### src/rtl/demux_bin_reg.sv
// One-entry registered demux: a transfer is steered to the o_vld bit picked by bin, one cycle later.
// i_rdy follows the selected channel's o_rdy while full; optional err port via DEMUX_BIN_REG_ERR_EN.
module demux_bin_reg #(
  parameter type DAT_T = logic [8-1:0],
  parameter int WIDTH = 32,
  localparam int WIDTH_LOG = $clog2(WIDTH)
) (
  input  logic                 clk,
  input  logic                 rst_n,
  input  logic                 i_vld,
  output logic                 i_rdy,
  input  logic [WIDTH_LOG-1:0] bin,
  input  DAT_T                 i_dat,
  output logic [WIDTH-1:0]     o_vld,
  input  logic [WIDTH-1:0]     o_rdy,
  output DAT_T                 o_dat
`ifdef DEMUX_BIN_REG_ERR_EN
  ,
  output logic                 err
`endif
);

  generate
    if (WIDTH < 2) begin : g_width_chk
      $fatal(1, "demux_bin_reg: WIDTH must be at least 2");
    end
  endgenerate

  logic                 full;
  logic [WIDTH_LOG-1:0] sel;
  DAT_T                 data;
  logic                 in_xfer;
  logic                 out_xfer;
  logic                 in_range;
  logic [31:0]          bin_ext;

  assign bin_ext  = 32'(bin);
  assign in_range = (bin_ext < 32'(WIDTH));
  assign out_xfer = full && o_rdy[sel];
  assign i_rdy    = !full || o_rdy[sel];
  assign in_xfer  = i_vld && i_rdy;
  assign o_dat    = data;

  always_comb begin
    o_vld = '0;
    if (full) o_vld[sel] = 1'b1;
  end

  // An out-of-range transfer is consumed but never occupies the entry.
  always_ff @(posedge clk or negedge rst_n) begin
    if (!rst_n) begin
      full <= 1'b0;
    end else if (in_xfer && in_range) begin
      full <= 1'b1;
    end else if (out_xfer) begin
      full <= 1'b0;
    end
  end

  always_ff @(posedge clk) begin
    if (in_xfer && in_range) begin
      sel  <= bin;
      data <= i_dat;
    end
  end

`ifdef DEMUX_BIN_REG_ERR_EN
  always_ff @(posedge clk or negedge rst_n) begin
    if (!rst_n) begin
      err <= 1'b0;
    end else begin
      err <= in_xfer && !in_range;
    end
  end
`endif

endmodule

### config.mk
export PLATFORM = sky130hd
export DESIGN_NAME = demux_bin_reg
export DESIGN_NICKNAME = d
export VERILOG_FILES = /design/src/rtl/demux_bin_reg.sv
export SDC_FILE = /design/constraint.sdc
export NUM_CORES = 1
export LEC_CHECK = 0
export ABC_AREA = 1
export ABC_CLOCK_PERIOD_IN_PS = 2100
export CORE_UTILIZATION = 50
export CTS_BUF_LIST = sky130_fd_sc_hd__clkbuf_4 sky130_fd_sc_hd__clkbuf_8
export DETAILED_ROUTE_END_ITERATION = 8
export DONT_BUFFER_PORTS = 1
export PLACE_DENSITY_LB_ADDON = 0.1
export SLEW_MARGIN = 25
export SYNTH_ARGS = -nofsm -noshare
export SYNTH_HDL_FRONTEND = slang
export SYNTH_SLANG_ARGS = --single-unit
### constraint.sdc
create_clock -name clk -period 2.1 [get_ports clk]
set_input_delay 0.42 -clock clk [delete_from_list [all_inputs] [get_ports clk]]
set_output_delay 0.42 -clock clk [all_outputs]
set_load 0.01 [all_outputs]
==> flow_summary.toml, run 1 <==
[worst_setup_path]
path_buf_inv = 1
cp_slowest_cell = "edfxtp_1"
crit_fanout = 10
crit_family = "simple AND/OR/NAND/NOR gates"
cp.required_ns = 1.68
path_class = "flip-flop to output pin"
critPathCaptureType = "output pin"
cpPeakStageDelay_ns = 0.51
crit_chain = "buf_6 -> nand2_1 -> nand2_1 -> nand2_1 -> nand2_1 -> nand2_1 -> nand2_1 -> nor2_2 -> nand3_2"
cp-start-kind = "flip-flop"
cp_data_arrival_time_ns = 1.55
crit_path_frequent_cell = "nand2_1"

[clock_tree]
numCtsBuffers = 3
htreeDepth = 1
clock-sinks = 14
clk_latency_ns = 0.27
clk_pin_slew_ns = 0.08
cts_tree = "built"
clockRootBuffer = "clkbuf_4"
clock_tree.buffer_depth = 2

[die]
start_util_pct = 52.84
io_pins = 89
fp.coreArea_um2 = 1942
dieWidth_um = 47.30
die_h_um = 47.30
core.rowCount = 16
die-area_um2 = 2237

[synthesis]
syn_inst = 159
ys_seq_area_share_pct = 40.49
yosysWarnings = 0
synth_seq_cells = 14
synthesis.nets = 207
avgSynthCellArea_um2 = 6.453
yosysUniqueCellTypes = 13
synth_area_um2 = 1026

[drt]
num_vias = 976
drtIter0Drc = 28
antenna_left = 0
wl_per_cell_um = 11.73
firstDrtPassIters = 4
via_per_inst = 5.057
wirelength_um = 2263
drc = 0

[job]
maxCapViolations = 0

[timing]
rsz0062_at_grt = "no"
finalSetupTns_ns = 0
holdWs_ns = 0.2426
hold_violations = 0
worstMarginPinSlew_ns = 0.3572
post-route-period-util_pct = 93.86
finalMaxSlewViolations = 0
fin_skew_ns = 0.002889
maxSlewHeadroom_pct = 76.00
setup_violations = 0
max_freq_ghz = 0.5073
fin_crit_ns = 1.971

[final_layout]
fin_cells = 193
nets = 215
multi_input_area_um2 = 525.5
antennaDiodeCount = 0
drive_gt1_share_pct = 10.24
final_util_pct = 58.44
area_growth_pct = 10.61
regArea_um2 = 415.4
nFillCells = 207

[status]
status = "finished clean"

[place]
dp_hpwl_um = 1817
placed_cells = 186
gp_congestion = 0.7228
numPortBuffers = 0

[power_and_ir_drop]
sequentialPowerShare_pct = 47.2
power_frac_comb_pct = 35.9
clkPwrFrac_pct = 16.9
sw_frac_of_total_pct = 37.70
p_switching_mw = 0.3211
vdd_drop_max_mv = 0.5539
internal_power_mw = 0.5307
pwr_density_cell_nw_per_um2 = 750.7
leakagePower_nw = 0.5171
power_mw = 0.8519

[global_routing]
grt_remaining_overflow = 0
grt_usage_pct = 18.31
grt_pass1_vias = 711
grt_pass1_wl_um = 2884
antenna_found_initial = 0
grt_max_degree = 15

[worst_hold_path]
hp-class = "input pin to flip-flop"
[timing repair]
action | 4_1_cts | 5_1_grt
buffers inserted | 0 | 2
setup endpoints to repair | 0 | 35
resized for setup | 0 | 6
endpoints found under the hold margin | 1 | 0
hold buffers | 1 | 0
[cells in the final DEF (no fill, tap or decap)]
master	count
nand4_1	1
nand3_2	3
clkinv_1	1
clkbuf_4	3
buf_4	3
nor2_2	4
inv_4	1
nor3_1	7
inv_1	14
nor2_1	33
nand3_1	10
buf_6	2
edfxtp_1	13
dlygate4sd3_1	1
nand2_1	68
buf_12	1
dfrtp_1	1
[power groups by stage]
stage	logic, mW	registers, mW	clock network, mW
finish	0.306	0.402	0.144
global route	0.353	0.407	0.169
CTS	0.291	0.401	0.153
detailed placement	0.288	0.406	0
global placement	0.283	0.406	0
floorplan	0.234	0.397	0
[stage by stage]
step           cell area, um^2  worst slack [ns]
2_1_floorplan             1026            0.3073
3_3_place_gp              1064            0.2066
3_5_place_dp              1064            0.1634
4_1_cts                   1100           0.09017
5_1_grt                   1135          0.005485
6_report                  1135            0.1290
[worst register-to-register path, delay by kind of cell, from the launching register on]
family	cells	cell delay, ns
flops	1	0.47
simple gates	7	0.56
buf+inv	3	0.57
[flip-flops by register name, indices dropped and copies added (netlist names)]
register and cells:
full 1, sel 5, o_dat 8
[final timing paths]
check | start | to | slack (ns) | cells after the start
hold reg to reg | full | full | 0.77 | 4
min in group asynchronous | rst_n | full | 0.35 | 1
hold / removal | bin[0] | sel[0] | 0.24 | 0
setup / recovery | sel[0] | i_rdy | 0.13 | 9
max in group asynchronous | rst_n | full | 1.64 | 1
setup reg to reg | sel[1] | sel[1] | 0.22 | 10
[area by class of cell]
| type | instances | share of cell area [%] |
|---|---|---|
| well taps | 27 | 2.977 |
| clock inverters | 1 | 0.3308 |
| flip-flops and latches | 14 | 36.60 |
| clock buffers | 3 | 1.985 |
| repair buffers | 7 | 6.615 |
| multi-input cells | 126 | 46.31 |
| inverters | 15 | 5.182 |
[synthesized netlist by cell type, drive strengths merged]
library cell / number / area share [%]
nand2: 68 / 25
buf: 4 / 3.8
nand3: 13 / 7.3
nand4: 1 / 0.61
inv: 15 / 5.5
nor2: 37 / 14
edfxtp: 13 / 38
dfrtp: 1 / 2.4
nor3: 7 / 3.4
[kinds of logic (layout without fill, tap and decap cells)]
family / count (synthesis) / in the layout / share of synthesized area (%)
and+or+nand+nor: 126 / 126 / 50.24
buffers and inverters: 19 / 26 / 9.267
DFF: 14 / 14 / 40.49
[per-layer routing]
layer / routed length, um / track usage [%]
met5: 0 / 0
met4: 0 / 6.857
met3: 120 / 1.154
met2: 1149 / 31.51
met1: 993 / 24.09
(Power assumes the default switching activity.)
==> run 2: changes to the inputs <==
--- a/config.mk
+++ b/config.mk
@@ -7,12 +7,12 @@
 export LEC_CHECK = 0
 export ABC_AREA = 1
 export ABC_CLOCK_PERIOD_IN_PS = 2100
+export CORE_MARGIN = 2
 export CORE_UTILIZATION = 50
 export CTS_BUF_LIST = sky130_fd_sc_hd__clkbuf_4 sky130_fd_sc_hd__clkbuf_8
 export DETAILED_ROUTE_END_ITERATION = 8
 export DONT_BUFFER_PORTS = 1
 export PLACE_DENSITY_LB_ADDON = 0.1
-export SLEW_MARGIN = 25
 export SYNTH_ARGS = -nofsm -noshare
 export SYNTH_HDL_FRONTEND = slang
 export SYNTH_SLANG_ARGS = --single-unit
==> run 2 against run 1 <==
Effect of this change:
- sequential share of layout area rose by 1.2 points
- hold slack better by 0.0040 ns
- count of clock-buffer cells in the layout unchanged
- sequential power is 1% lower
- sequential cell count unchanged
- first-iteration DRC count is 46% lower
- via count up 2.5%
- clock power barely moved
- final area fell by 3.1%
- worst setup slack improved by 0.062 ns
- die area increased by 8.6%
- wire length up 2.8%
==> flow_summary.toml, run 2 (same netlist as run 1, synthesis figures left out) <==
[global_routing]
grt_max_degree = 15
grt_remaining_overflow = 0
grt_usage_pct = 18.73
antenna_found_initial = 0
grt_pass1_wl_um = 3608
grt_pass1_vias = 866

[clock_tree]
htreeDepth = 1
postCtsSetupBuffers = 0
cts_resized = 0
clk_pin_slew_ns = 0.07
clock-sinks = 14
clock_tree.buffer_depth = 2
numCtsBuffers = 3
cts_tree = "built"
clockRootBuffer = "clkbuf_4"
clk_latency_ns = 0.26
holdBufCountCts = 1

[drt]
firstDrtPassIters = 4
via_per_inst = 5.236
antenna_left = 0
wirelength_um = 2326
wl_per_cell_um = 12.18
num_vias = 1000
drc = 0
drtIter0Drc = 15

[die]
core.rowCount = 16
die-area_um2 = 2430
fp.coreArea_um2 = 1942
io_pins = 89
die_h_um = 49.30
start_util_pct = 52.84
dieWidth_um = 49.30

[timing]
fin_crit_ns = 1.909
hold_violations = 0
holdWs_ns = 0.2465
finalSetupTns_ns = 0
worstMarginPinSlew_ns = 0.3305
rsz0062_at_grt = "no"
max_freq_ghz = 0.5239
post-route-period-util_pct = 90.89
setup_violations = 0
layout_setup_ws_ns = 0.1913
fin_skew_ns = 0.0009594
maxSlewHeadroom_pct = 77.80
finalMaxSlewViolations = 0

[worst_hold_path]
min_path_cells = 0
hp-class = "input pin to flip-flop"

[worst_setup_path]
path_class = "flip-flop to output pin"
cp.required_ns = 1.68
cp_data_arrival_time_ns = 1.49
cpPeakStageDelay_ns = 0.44
critPathCaptureType = "output pin"
crit_path_frequent_cell = "nand2_1"
cp-start-kind = "flip-flop"
crit_chain = "buf_4 -> nand2_1 -> nand2_1 -> nand2_1 -> nand2_1 -> nand2_1 -> nand2_1 -> nor2_2 -> nand3_2"
cp_slowest_cell = "edfxtp_1"
crit_fanout = 8
rr_worst_depth = 12

[final_layout]
nFillCells = 204
area_growth_pct = 7.195
fin_cells = 191
largest_register_ff_count = 8
final_cell_mix = "68 x nand2_1, 35 x nor2_1, 14 x inv_1"
finish.instance_area_um2 = 1100
nets = 213
final_util_pct = 56.64
antennaDiodeCount = 0
final_common_cell = "nand2_1"
drive_gt1_share_pct = 7.317

[place]
dp_slack_ns = 0.2612
numPortBuffers = 0
placed_cells = 186
placed_area_um2 = 1064
dp_hpwl_um = 1924
gp_congestion = 0.8059

[power_and_ir_drop]
pwr_density_cell_nw_per_um2 = 757.2
leakagePower_nw = 0.5035
power_mw = 0.8327
vdd_drop_max_mv = 0.5946

[job]
maxCapViolations = 0

[status]
status = "finished clean"
run 2: final cells by class:
class | instances | area (um^2) | share of cell area (%)
clock buffers | 3 | 22.52 | 2.048
clock inverters | 1 | 3.754 | 0.3413
inverters | 15 | 56.30 | 5.119
multi-input cells | 126 | 515.5 | 46.87
flip-flops and latches | 14 | 415.4 | 37.77
well taps | 27 | 33.78 | 3.072
repair buffers | 5 | 52.55 | 4.778
run 2: critical path, delay by kind of cell, from the launching register on:
kind / cells / cell delay (ns)
simple gates: 8 / 0.60
flops: 1 / 0.44
buf+inv: 1 / 0.19
run 2: routing by layer:
layer  wire length [um]  GRT usage, %
met5                  0             0
met4                 23         8.095
met3                216         4.601
met2               1172         34.46
met1                913         20.00
run 2: final timing paths:
kind	startpoint	endpoint	slack [ns]
hold reg to reg	full	full	0.76
hold / removal	bin[0]	sel[0]	0.25
min in group asynchronous	rst_n	full	0.35
max in group asynchronous	rst_n	full	1.65
setup reg to reg	sel[0]	o_dat[4]	0.26
setup / recovery	sel[0]	i_rdy	0.19
run 2: where the power goes:
part / internal, mW / total, mW / leakage, nW / switching [mW]
combinational: 0.0916 / 0.293 / 0.356 / 0.202
clock: 0.0686 / 0.142 / 0.0154 / 0.0737
sequential: 0.360 / 0.397 / 0.132 / 0.0373
